## src/rtl/uart_sram_bridge.sv

```systemverilog
// UART command bridge to a 16-bit SRAM controller: 'W' a a d d writes, 'R' a a reads,
// replying with ACK, two read-data bytes, or NAK on bad opcode / memory timeout.
module uart_sram_bridge #(
  parameter int unsigned TIMEOUT_CYCLES = 5_000_000,
  parameter logic [7:0]  ACK_BYTE       = 8'h4B,
  parameter logic [7:0]  NAK_BYTE       = 8'h3F
) (
  input  logic        clk,
  input  logic        rst,
  input  logic [7:0]  rx_data,
  input  logic        rx_valid,
  output logic [7:0]  tx_data,
  output logic        tx_send,
  input  logic        tx_busy,
  output logic [15:0] mem_addr,
  output logic [15:0] mem_wdata,
  output logic        mem_wr,
  output logic        mem_rd,
  input  logic [15:0] mem_rdata,
  input  logic        mem_valid,
  input  logic        mem_busy,
  output logic        cmd_active
);

  localparam int unsigned   TW       = $clog2(TIMEOUT_CYCLES + 1);
  localparam logic [TW-1:0] TMO_LAST = TW'(TIMEOUT_CYCLES - 1);
  localparam logic [7:0]    OP_WRITE = 8'h57;
  localparam logic [7:0]    OP_READ  = 8'h52;

  typedef enum logic [2:0] {
    IDLE, ARGS, MEM_REQ, MEM_WAIT, TX_SEND, TX_GAP, TX_WAIT
  } state_t;

  state_t        state, state_n;
  logic          is_write;
  logic [2:0]    arg_cnt;
  logic [TW-1:0] tmo_cnt;
  logic [15:0]   resp_q;
  logic [1:0]    resp_cnt;

  // Handshake: rx_valid is a one-cycle strobe taken only in IDLE/ARGS; mem_wr/mem_rd and
  // tx_send are one-cycle registered pulses issued only when the matching busy input was low.
  logic take_op, take_arg, issue, mem_done, mem_tmo, tx_fire, cnt_run;
  logic op_valid, arg_last, tmo_last, wr_settled;

  assign op_valid   = (rx_data == OP_WRITE) || (rx_data == OP_READ);
  assign arg_last   = is_write ? (arg_cnt == 3'd3) : (arg_cnt == 3'd1);
  assign tmo_last   = (tmo_cnt == TMO_LAST);
  assign wr_settled = (tmo_cnt >= TW'(2));

  always_ff @(posedge clk) begin
    if (rst) state <= IDLE;
    else     state <= state_n;
  end

  always_comb begin
    state_n = state;
    case (state)
      IDLE:     if (take_op) state_n = op_valid ? ARGS : TX_SEND;
      ARGS: begin
        if (take_arg) begin
          if (arg_last) state_n = MEM_REQ;
        end else if (tmo_last) begin
          state_n = IDLE;
        end
      end
      MEM_REQ:  if (issue) state_n = MEM_WAIT;
      MEM_WAIT: if (mem_done || mem_tmo) state_n = TX_SEND;
      TX_SEND:  if (tx_fire) state_n = TX_GAP;
      TX_GAP:   state_n = TX_WAIT;
      TX_WAIT:  if (!tx_busy) state_n = (resp_cnt != 2'd0) ? TX_SEND : IDLE;
      default:  state_n = IDLE;
    endcase
  end

  always_comb begin
    cmd_active = (state != IDLE);
    take_op    = 1'b0;
    take_arg   = 1'b0;
    issue      = 1'b0;
    mem_done   = 1'b0;
    mem_tmo    = 1'b0;
    tx_fire    = 1'b0;
    cnt_run    = 1'b0;
    case (state)
      IDLE:     take_op = rx_valid;
      ARGS: begin
        take_arg = rx_valid;
        cnt_run  = !rx_valid && !tmo_last;
      end
      MEM_REQ:  issue = !mem_busy;
      MEM_WAIT: begin
        // A write is only trusted once busy has had two cycles to rise after the pulse.
        mem_done = is_write ? (wr_settled && !mem_busy) : mem_valid;
        mem_tmo  = !mem_done && tmo_last;
        cnt_run  = !mem_done && !tmo_last;
      end
      TX_SEND:  tx_fire = !tx_busy;
      default:  ;
    endcase
  end

  always_ff @(posedge clk) begin
    if (rst) begin
      tx_data   <= 8'h00;
      tx_send   <= 1'b0;
      mem_addr  <= 16'h0000;
      mem_wdata <= 16'h0000;
      mem_wr    <= 1'b0;
      mem_rd    <= 1'b0;
      is_write  <= 1'b0;
      arg_cnt   <= 3'd0;
      tmo_cnt   <= '0;
      resp_q    <= 16'h0000;
      resp_cnt  <= 2'd0;
    end else begin
      mem_wr  <= 1'b0;
      mem_rd  <= 1'b0;
      tx_send <= 1'b0;
      if (cnt_run) tmo_cnt <= tmo_cnt + TW'(1);
      if (take_op) begin
        is_write <= (rx_data == OP_WRITE);
        arg_cnt  <= 3'd0;
        tmo_cnt  <= '0;
        if (!op_valid) begin
          resp_q   <= {NAK_BYTE, 8'h00};
          resp_cnt <= 2'd1;
        end
      end
      if (take_arg) begin
        case (arg_cnt)
          3'd0:    mem_addr[15:8]  <= rx_data;
          3'd1:    mem_addr[7:0]   <= rx_data;
          3'd2:    mem_wdata[15:8] <= rx_data;
          default: mem_wdata[7:0]  <= rx_data;
        endcase
        arg_cnt <= arg_cnt + 3'd1;
        tmo_cnt <= '0;
      end
      if (issue) begin
        mem_wr  <= is_write;
        mem_rd  <= !is_write;
        tmo_cnt <= '0;
      end
      if (mem_done) begin
        if (is_write) begin
          resp_q   <= {ACK_BYTE, 8'h00};
          resp_cnt <= 2'd1;
        end else begin
          resp_q   <= mem_rdata;
          resp_cnt <= 2'd2;
        end
      end else if (mem_tmo) begin
        resp_q   <= {NAK_BYTE, 8'h00};
        resp_cnt <= 2'd1;
      end
      // Response bytes leave MSB first; tx_data then holds until the next send.
      if (tx_fire) begin
        tx_data  <= resp_q[15:8];
        tx_send  <= 1'b1;
        resp_q   <= {resp_q[7:0], 8'h00};
        resp_cnt <= resp_cnt - 2'd1;
      end
    end
  end

endmodule

```

## config.mk

```make
export PLATFORM = sky130hd
export DESIGN_NAME = uart_sram_bridge
export DESIGN_NICKNAME = d
export VERILOG_FILES = /design/src/rtl/uart_sram_bridge.sv
export SDC_FILE = /design/constraint.sdc
export NUM_CORES = 1
export LEC_CHECK = 0
export ABC_AREA = 1
export CAP_MARGIN = 15
export CORE_MARGIN = 3
export CORE_UTILIZATION = 35
export DETAILED_ROUTE_END_ITERATION = 10
export PLACE_DENSITY_LB_ADDON = 0.15
export RECOVER_POWER = 25
export SLEW_MARGIN = 5
export SYNTH_ARGS = -nofsm -noshare
export SYNTH_HDL_FRONTEND = slang
export SYNTH_SLANG_ARGS = --single-unit
```

## constraint.sdc

```tcl
create_clock -name clk -period 2.31 [get_ports clk]
set_input_delay 0.462 -clock clk [delete_from_list [all_inputs] [get_ports clk]]
set_output_delay 0.462 -clock clk [all_outputs]
set_load 0.1 [all_outputs]
```

==> impl_metrics.csv, run 1 <==
group,metric,value,unit
run_status,outcome,"complete, no violations",
synth,yosysWarnings,0,
finish,finish.instance_area,5528,µm²
route,drt_iter0_drc,235,
floorplanning,die_w,119.3,µm
synth,ys_top_cells_by_area,"dfxtp_1 (41%), nor2_1 (10%), nand2_1 (9.6%)",
synth,synth_top_area_share,40.56,%
power,switching_share,38.73,%
floorplanning,coreArea,12260,µm²
clock_tree,htree_num_levels,3,
synth,synth_area,4492,µm²
finish,diodes,0,
flow_run,max_cap_viol_count,0,
clock_tree,cts_tree,"built",
worst_setup_path,ff2ff_setup_slack,0.33,ns
global_routing,grt_pass1_vias,4111,
worst_setup_path,critPathMaxStageDelay,0.64,ns
worst_setup_path,cp_slowest_cell,"clkbuf_2",
clock_tree,root_buffer,"clkbuf_16",
finish,layout_commonest_cell,"nor2_1",
timing,tightest_slew,1.173,ns
power,pwr-share-comb,31.2,%
floorplanning,io_pins,74,
timing,slew_headroom,22.13,%
timing,fin_crit_sh,87.15,%
worst_setup_path,regToRegEndpoint,"tmo_cnt[11]$_SDFFE_PP0P_",
placed_design,numPortBuffers,73,
clock_tree,cts_hold_buf,0,
worst_setup_path,startpoint_type,"input pin",
route,dr.pass1.iters,5,
route,vias_per_cell,4.832,
worst_setup_path,cp_max_fo,46,
synth,avgSynthCellArea,7.198,µm²
timing,rsz0062_at_grt,"no",
worst_setup_path,arrival,2.30,ns
power,seq_power_share,37.6,%
power,internal_power,0.003035,W
worst_setup_path,path_delay_family,"buffers and inverters",
power,p_per_area,896.1,nW/µm²
route,route.detailed.wl_per_inst,13.38,µm
power,p_leak,2.365,nW
clock_tree,cts_buffer_depth,2,
placed_design,routabilityCongestion,0.9071,
finish,drive_above_1_share,16.15,%
timing,timing.final.ws_setup,0.2969,ns
global_routing,grt_max_degree,47,
worst_setup_path,end_kind,"register",
worst_setup_path,reg2reg_from,"tmo_cnt[0]$_SDFFE_PP0P_",
worst_setup_path,path_class,"input pin to register",
finish,nFillCells,1281,
timing,maxSlewViolCount,0,
clock_tree,cts-buffers-inserted,9,
finish,regArea,1822,µm²
timing,max_freq,0.4967,GHz
synth,synth_cell_types,40,
timing,finClkSkew,0.006438,ns
floorplanning,initial_core_util,36.63,%
route,detail-route-antenna-nets,0,
clock_tree,post_cts_buffers,0,
power,p_clk_share,31.2,%
finish,final_cell_mix,"nor2_1 (121), nand2_1 (115), dfxtp_1 (91), o21ai_0 (52), inv_1 (51)",
synth,yosysTopAreaCell,"dfxtp_1",
synth,synth_edf_count,0,
clock_tree,post_cts_resized,0,
placed_design,dpl_cell_area,5295,µm²
clock_tree,clock_latency,0.36,ns
synth,async_flop_share,0,%
timing,setup_tns,0,ns
worst_setup_path,critPathBufInv,4,
finish,multi_input_area,2272,µm²
route,wirelength,11700,µm
clock_tree,cts.sinks,91,
hold_path,hold_class,"register to register",
route,dr_total_vias,4223,
global_routing,grt_antenna_before_repair,0,
hold_path,hold_path_depth,2,
hold_path,min_to,"tx_data[3]$_SDFFE_PP0P_",
synth,synth_fp_nets,662,
global_routing,grt_util_all_layers,17.31,%
power,total_power,0.004953,W
global_routing,grt_pass1_wl,20220,µm
timing,min_period,2.013,ns
synth,synthCells,624,
synth,yosysSeqAreaShare,40.56,%
worst_setup_path,worst-r2r-cell-count,15,
clock_tree,clk_pin_slew_worst_paths,0.07,ns
worst_setup_path,path_cells,"clkdlybuf4s50_1 -> inv_1 -> clkbuf_2 -> nand2_2 -> inv_2 -> o21ai_0 -> nor2_1",
finish,nets,739,
timing,setup_viol,0,
placed_design,dp.cells,858,
floorplanning,dieHeight,119.3,µm
placed_design,hpwl,8770,µm
floorplanning,dieArea,14230,µm²
placed_design,dp_worst_setup_slack,0.2171,ns
power,ir_drop,0.9615,mV
finish,finalNonFillerCells,874,
synth,ys_seq_elements,91,
floorplanning,rows,40,
timing,hold_violations,0,
power,p_switching,0.001918,W
finish,area_delta_synth_final,23.06,%
global_routing,overflow,0,
hold_path,hp-start,"tx_data[3]$_SDFFE_PP0P_",
route,drcViolationCount,0,
worst_setup_path,required,2.60,ns
synth,ys.flop_type,"dfxtp_1",
==> flip-flops by register name, summed over array words and instances (netlist names) <==
register and cells:
arg_cnt 3, is_write 1, mem_addr 16, mem_rd 1
mem_wdata 16, mem_wr 1, resp_cnt 2, resp_q 16
state 3, tmo_cnt 23, tx_data 8, tx_send 1
==> per-stage QoR <==
step	utilization, %	hold slack [ns]
after global routing	45.08	0.4982
final	45.08	0.4683
after floorplan	-	0.4432
after detailed placement	43.18	0.4585
after global placement	43.18	0.4455
after CTS	45.70	0.4762
==> synth_stat cells (2+ instances only) <==
master and n:
a21oi_1 34, a21oi_2 3, a22o_1 2, a22oi_1 4, buf_2 5, buf_4 4, buf_6 6, clkbuf_1 5
dfxtp_1 91, ha_1 8, inv_1 51, inv_2 13, nand2_1 115, nand2_2 5, nand2_4 3, nand3_1 17
nand3_2 4, nand4_1 23, nor2_1 120, nor2_2 6, nor2_4 4, nor3_1 7, o21ai_0 52, o22ai_1 6
xnor2_1 3, xor2_1 19
==> worst min-delay path: cells and delay by family (launching register included) <==
| kind | cells | cell delay (ns) |
|---|---|---|
| flops | 1 | 0.33 |
| compound gates | 1 | 0.06 |
| simple gates | 1 | 0.05 |
==> worst max path at each step <==
stage / startpoint / to / slack [ns] / cells past startpoint
after global placement: rx_valid / mem_addr[10]$_SDFFE_PP0P_ / 0.20 / 8
after CTS: tmo_cnt[0]$_SDFFE_PP0P_ / tmo_cnt[11]$_SDFFE_PP0P_ / 0.33 / 15
after global routing: tmo_cnt[0]$_SDFFE_PP0P_ / tmo_cnt[7]$_SDFFE_PP0P_ / 0.004 / 15
final: rst / resp_q[0]$_SDFFE_PP0P_ / 0.30 / 7
after floorplan: state[1]$_SDFFE_PP0P_ / state[0]$_SDFFE_PP0P_ / 0.48 / 10
after detailed placement: rx_valid / mem_wdata[3]$_SDFFE_PP0P_ / 0.22 / 7
==> power groups by stage <==
| stage | Combinational (W) | Clock, W | Sequential [W] |
|---|---|---|---|
| finish | 0.00154 | 0.00155 | 0.00186 |
| global route | 0.00171 | 0.00166 | 0.00188 |
| CTS | 0.00158 | 0.00159 | 0.00186 |
| detailed placement | 0.00157 | 0 | 0.00190 |
| global placement | 0.00155 | 0 | 0.00189 |
| floorplan | 0.000872 | 0 | 0.00220 |
==> per-layer routing <==
metal	GRT usage, %	up-vias	wire (µm)
li1	-	2183	-
met1	22.48	1945	5496
met2	27.83	75	5497
met3	4.843	20	471
met4	5.431	0	231
met5	0	-	0
==> area by class of cell <==
cell class / count / share of cell area (%)
Tap cell: 168 / 3.803
Inverter: 66 / 4.527
Clock inverter: 7 / 1.517
Timing Repair Buffer: 87 / 12.02
Multi-Input combinational cell: 446 / 41.10
Clock buffer: 9 / 4.074
Sequential cell: 91 / 32.96
==> cells by family (layout without fill, tap and decap cells) <==
| kind of cell | Yosys count | count (layout) | synth area share [%] |
|---|---|---|---|
| buf+inv | 87 | 169 | 8.802 |
| simple gates | 309 | 309 | 31.03 |
| xor+xnor | 22 | 22 | 4.290 |
| compound gates | 107 | 107 | 13.09 |
| fa+ha+maj | 8 | 8 | 2.229 |
| flops | 91 | 91 | 40.56 |
Power figures use the tool's default switching activity.
==> run 2, diff against run 1 <==
CORE_MARGIN = 5   (was 3)
clock period = 1.73 ns   (was 2.31 ns; I/O delays follow)
==> run 2 against run 1 <==
Critical path depth grew 4. Via count grew 6.3%. Worst setup slack lost 0.28 ns. Total power grew 46%. Cell count grew 8.2%. Critical path type is now register to register. Sequential power grew 34%. Flip-flop and latch count is the same. Clock skew grew 0.0022 ns.
==> impl_metrics.csv, run 2 (synthesis gave the netlist of run 1 again) <==
group,metric,value,unit
run_status,outcome,"complete, no violations",
clock_tree,htree_num_levels,3,
placed_design,routabilityCongestion,0.9042,
route,wirelength,13000,µm
global_routing,grt_util_all_layers,17.28,%
finish,largest_reg_flops,23,
global_routing,grt_pass1_vias,4407,
floorplanning,die_w,123.3,µm
finish,final_cell_mix,"nor2_1 (116), nand2_1 (105), dfxtp_1 (87), buf_4 (69), inv_1 (47)",
timing,fin_crit_sh,99.16,%
hold_path,hold_class,"register to register",
power,ir_drop,1.195,mV
timing,maxSlewViolCount,0,
floorplanning,rows,41,
worst_setup_path,regToRegEndpoint,"state[0]$_SDFFE_PP0P_",
finish,diodes,0,
timing,max_freq,0.5830,GHz
worst_setup_path,arrival,1.99,ns
worst_setup_path,crit_path_start,"tmo_cnt[0]$_SDFFE_PP0P_",
timing,rsz0062_at_grt,"yes",
floorplanning,coreArea,12620,µm²
floorplanning,initial_core_util,35.59,%
global_routing,grt_antenna_before_repair,0,
floorplanning,io_pins,74,
route,dr.pass1.iters,4,
route,route.detailed.wl_per_inst,13.74,µm
finish,regMostFlops,"tmo_cnt",
clock_tree,cts.sinks,91,
timing,slew_headroom,62.20,%
clock_tree,cts_buffer_depth,2,
hold_path,hp-start,"tx_data[6]$_SDFFE_PP0P_",
route,dr_total_vias,4491,
global_routing,overflow,0,
route,detail-route-antenna-nets,0,
hold_path,min_to,"tx_data[6]$_SDFFE_PP0P_",
worst_setup_path,path_class,"register to register",
finish,layout_commonest_cell,"nor2_1",
worst_setup_path,worst-r2r-cell-count,11,
worst_setup_path,end_kind,"register",
power,p_leak,2.828,nW
global_routing,grt_max_degree,27,
route,drcViolationCount,0,
timing,hold_violations,0,
worst_setup_path,reg2reg_from,"tmo_cnt[0]$_SDFFE_PP0P_",
flow_run,max_cap_viol_count,0,
power,p_per_area,1092,nW/µm²
global_routing,grt_pass1_wl,21020,µm
clock_tree,cts_tree,"built",
timing,tightest_slew,0.5694,ns
worst_setup_path,cp_max_fo,5,
clock_tree,root_buffer,"clkbuf_16",
timing,timing.hold.ws,0.4644,ns
timing,setup_tns,0,ns
timing,finClkSkew,0.008641,ns
worst_setup_path,required,2.00,ns
hold_path,hold_path_depth,2,
placed_design,hpwl,9652,µm
timing,min_period,1.715,ns
worst_setup_path,startpoint_type,"register",
finish,drive_above_1_share,29.07,%
finish,area_delta_synth_final,47.58,%
floorplanning,dieHeight,123.3,µm
clock_tree,cts_hold_buf,0,
route,vias_per_cell,4.747,
clock_tree,clock_latency,0.34,ns
clock_tree,cts-buffers-inserted,9,
finish,nets,807,
route,drt_iter0_drc,237,
worst_setup_path,ff2ff_setup_slack,0.01,ns
placed_design,numPortBuffers,73,
timing,setup_viol,0,
clock_tree,clk_pin_slew_worst_paths,0.07,ns
floorplanning,dieArea,15200,µm²
==> run 2: changes by cell type in the layout (fill, tap and decap cells not counted), moves of 7 or more <==
cell / previous run / this run
buf_4: 28 / 69
buf_12: 1 / 28
nand2_1: 115 / 105
a21oi_1: 34 / 27
a21oi_2: 3 / 10
clkbuf_2: 28 / 21
==> run 2: power by group <==
part           internal (W)  leakage [nW]  switching [W]
Combinational       0.00105          1.94        0.00170
Clock               0.00113         0.150       0.000864
Sequential          0.00233         0.739       0.000164
Total               0.00451          2.83        0.00273
==> run 2: worst max-delay path by stage <==
stage                                endpoint  depth (start not counted)
finish                  state[0]$_SDFFE_PP0P_                         11
global route          tmo_cnt[2]$_SDFFE_PP0P_                         12
CTS                  tmo_cnt[18]$_SDFFE_PP0P_                         15
detailed placement  mem_wdata[3]$_SDFFE_PP0P_                          7
global placement      resp_q[12]$_SDFFE_PP0P_                         10
floorplan               state[0]$_SDFFE_PP0P_                         10
==> run 2: worst max-delay path, stage by stage (launching register included) <==
cell,delay (ns)
dfxtp_2,0.33
buf_4,0.11
ha_1,0.20
nand4_4,0.13
nor2_4,0.15
nand2_2,0.09
buf_4,0.15
nand4_1,0.14
nand3_2,0.13
nand2_1,0.08
nand2_1,0.05
nor2_1,0.08
==> run 2: timing repair <==
action | CTS | global route
cloned | 0 | 3
buffers inserted | 2 | 7
endpoints found under the setup margin | 24 | 61
pin swaps | 1 | 14
resized for setup | 13 | 51
==> run 2: layer usage <==
metal | track usage, % | vias to the layer above | share of wire, %
met2 | 28.34 | 77 | 49
met1 | 22.68 | 2083 | 46
li1 | - | 2309 | -
met4 | 4.152 | 0 | 2.0
met5 | 0 | - | 0
met3 | 4.666 | 22 | 3.5
==> run 2: per-stage QoR <==
stage / setup slack (ns) / instances / power [W] / util [%] / instance area (µm²)
2_1_floorplan: 0.005034 / 624 / 0.004131 / - / 4502
3_3_place_gp: -0.1657 / 918 / 0.005033 / 49.94 / 6302
3_5_place_dp: -0.2257 / 918 / 0.005055 / 49.94 / 6302
4_1_cts: -0.0004508 / 936 / 0.007159 / 52.74 / 6655
5_1_grt: -0.1291 / 946 / 0.007632 / 52.53 / 6629
6_report: 0.01461 / 946 / 0.007241 / 52.53 / 6629
==> run 2: final cells by class <==
type                            instances  area [µm²]
Fill cell                            1215        5991
Multi-Input combinational cell        446        2442
Sequential cell                        91        1829
Timing Repair Buffer                  154        1567
Inverter                               66       270.3
Clock buffer                            9       225.2
Tap cell                              172       215.2
Clock inverter                          7       75.07
Timing Repair inverter                  1       5.005
==> run 3, diff against run 2 <==
PLACE_DENSITY_LB_ADDON = 0.05   (was 0.15)
==> run 3 against run 2 <==
Non-clock buffer count is the same. The run now ends with negative setup slack left. Critical endpoint is now cmd_active. Clock power about the same. Cell count fell by 0.11%. Fmax fell by 1.1%. Highest routed layer unchanged. Clock skew fell by 0.0025 ns. Largest power group unchanged. Final area increased by 4.2%. Flip-flop and latch count unchanged. Die area is the same.
==> impl_metrics.csv, run 3 (synthesis gave the netlist of run 1 again) <==
group,metric,value,unit
finish,diodes,0,
worst_setup_path,worst-r2r-cell-count,9,
global_routing,grt_pass1_wl,21720,µm
global_routing,grt_antenna_before_repair,0,
finish,nets,806,
finish,finalNonFillerCells,945,
clock_tree,htree_num_levels,3,
clock_tree,cts_tree,"built",
route,route.detailed.wl_per_inst,13.81,µm
finish,regMostFlops,"tmo_cnt",
global_routing,grt_pass1_vias,4439,
route,drcViolationCount,0,
power,p_per_area,1054,nW/µm²
floorplanning,rows,41,
route,detail-route-antenna-nets,0,
hold_path,hold_path_depth,2,
placed_design,dpl_cell_area,6342,µm²
clock_tree,clk_pin_slew_worst_paths,0.07,ns
timing,rsz0062_at_grt,"yes",
placed_design,routabilityCongestion,0.8264,
floorplanning,die_w,123.3,µm
worst_setup_path,startpoint_type,"register",
placed_design,numPortBuffers,73,
placed_design,hpwl,9858,µm
worst_setup_path,required,1.38,ns
finish,layout_commonest_cell,"nor2_1",
power,ir_drop,1.453,mV
floorplanning,initial_core_util,35.59,%
floorplanning,io_pins,74,
timing,tightest_slew,0.4013,ns
global_routing,grt_max_degree,36,
global_routing,overflow,0,
flow_run,max_cap_viol_count,0,
route,dr_total_vias,4460,
finish,largest_reg_flops,23,
worst_setup_path,end_kind,"primary output",
global_routing,grt_util_all_layers,18.17,%
timing,maxSlewViolCount,0,
timing,fin_crit_sh,100.2,%
route,wirelength,13060,µm
run_status,outcome,"finished with violations",
floorplanning,dieArea,15200,µm²
floorplanning,dieHeight,123.3,µm
timing,timing.final.ws_setup,-0.003929,ns
timing,setup_tns,-0.003929,ns
finish,utilization,54.72,%
timing,setup_viol,1,
worst_setup_path,arrival,1.39,ns
finish,finish.instance_area,6905,µm²
clock_tree,cts_buffer_depth,2,
timing,finClkSkew,0.006166,ns
placed_design,dp_worst_setup_slack,-0.2506,ns
timing,max_freq,0.5767,GHz
clock_tree,cts.sinks,91,
timing,slew_headroom,73.16,%
clock_tree,cts_hold_buf,0,
placed_design,dp.cells,920,
finish,area_delta_synth_final,53.73,%
finish,drive_above_1_share,28.98,%
timing,hold_violations,0,
timing,min_period,1.734,ns
finish,nFillCells,1228,
hold_path,hold_class,"register to register",
route,drt_iter0_drc,231,
clock_tree,cts-buffers-inserted,9,
run_status,violations,"negative setup slack",
worst_setup_path,path_class,"register to primary output",
floorplanning,coreArea,12620,µm²
route,vias_per_cell,4.720,
finish,final_cell_mix,"nor2_1 (112), nand2_1 (111), dfxtp_1 (81), buf_4 (69), buf_12 (49)",
worst_setup_path,cp_max_fo,4,
clock_tree,clock_latency,0.34,ns
clock_tree,root_buffer,"clkbuf_16",
power,p_leak,2.868,nW
route,dr.pass1.iters,5,
run 3: final cells by class:
class	instances	area, µm²	area share (%)
Multi-Input combinational cell	446	2420	35.04
Timing Repair Buffer	154	1868	27.05
Sequential cell	91	1837	26.60
Inverter	66	270.3	3.914
Clock buffer	11	232.7	3.370
Tap cell	172	215.2	3.117
Clock inverter	5	62.56	0.9060
run 3: worst max-delay path, stage by stage (launching register included):
cell	delay, ns
dfxtp_2	0.33
buf_6	0.12
nor2_4	0.10
inv_4	0.06
nor2_4	0.13
clkinvlp_4	0.12
buf_12	0.17
run 3: through the flow:
stage	power, W	hold slack [ns]
global placement	0.005067	0.4652
floorplan	0.004131	0.4432
detailed placement	0.005095	0.4778
finish	0.007278	0.4708
global route	0.007692	0.5075
CTS	0.007199	0.4868
run 3: timing repair:
action / CTS / global route
resized for setup: 13 / 55
setup buffers: 5 / 4
pin swaps: 7 / 16
setup endpoints to repair: 31 / 55
run 3: final timing paths:
kind                             end                     from  slack (ns)
max                       cmd_active    state[0]$_SDFFE_PP0P_      -0.004
min          tx_data[6]$_SDFFE_PP0P_  resp_q[14]$_SDFFE_PP0P_        0.47
max reg2reg  tmo_cnt[0]$_SDFFE_PP0P_  tmo_cnt[0]$_SDFFE_PP0P_        0.03
min reg2reg  tx_data[6]$_SDFFE_PP0P_  resp_q[14]$_SDFFE_PP0P_        0.47
run 3: per-layer routing:
metal	GRT usage (%)	vias to the layer above	wire (µm)
met5	0	-	0
met4	4.221	0	157
met3	5.078	15	543
met2	30.17	82	6316
met1	23.48	2056	6037
li1	-	2307	-
run 3: power by group:
part           total (W)  internal [W]  switching [W]
clock network    0.00199       0.00113       0.000857
registers        0.00249       0.00233       0.000156
logic            0.00280       0.00111        0.00170
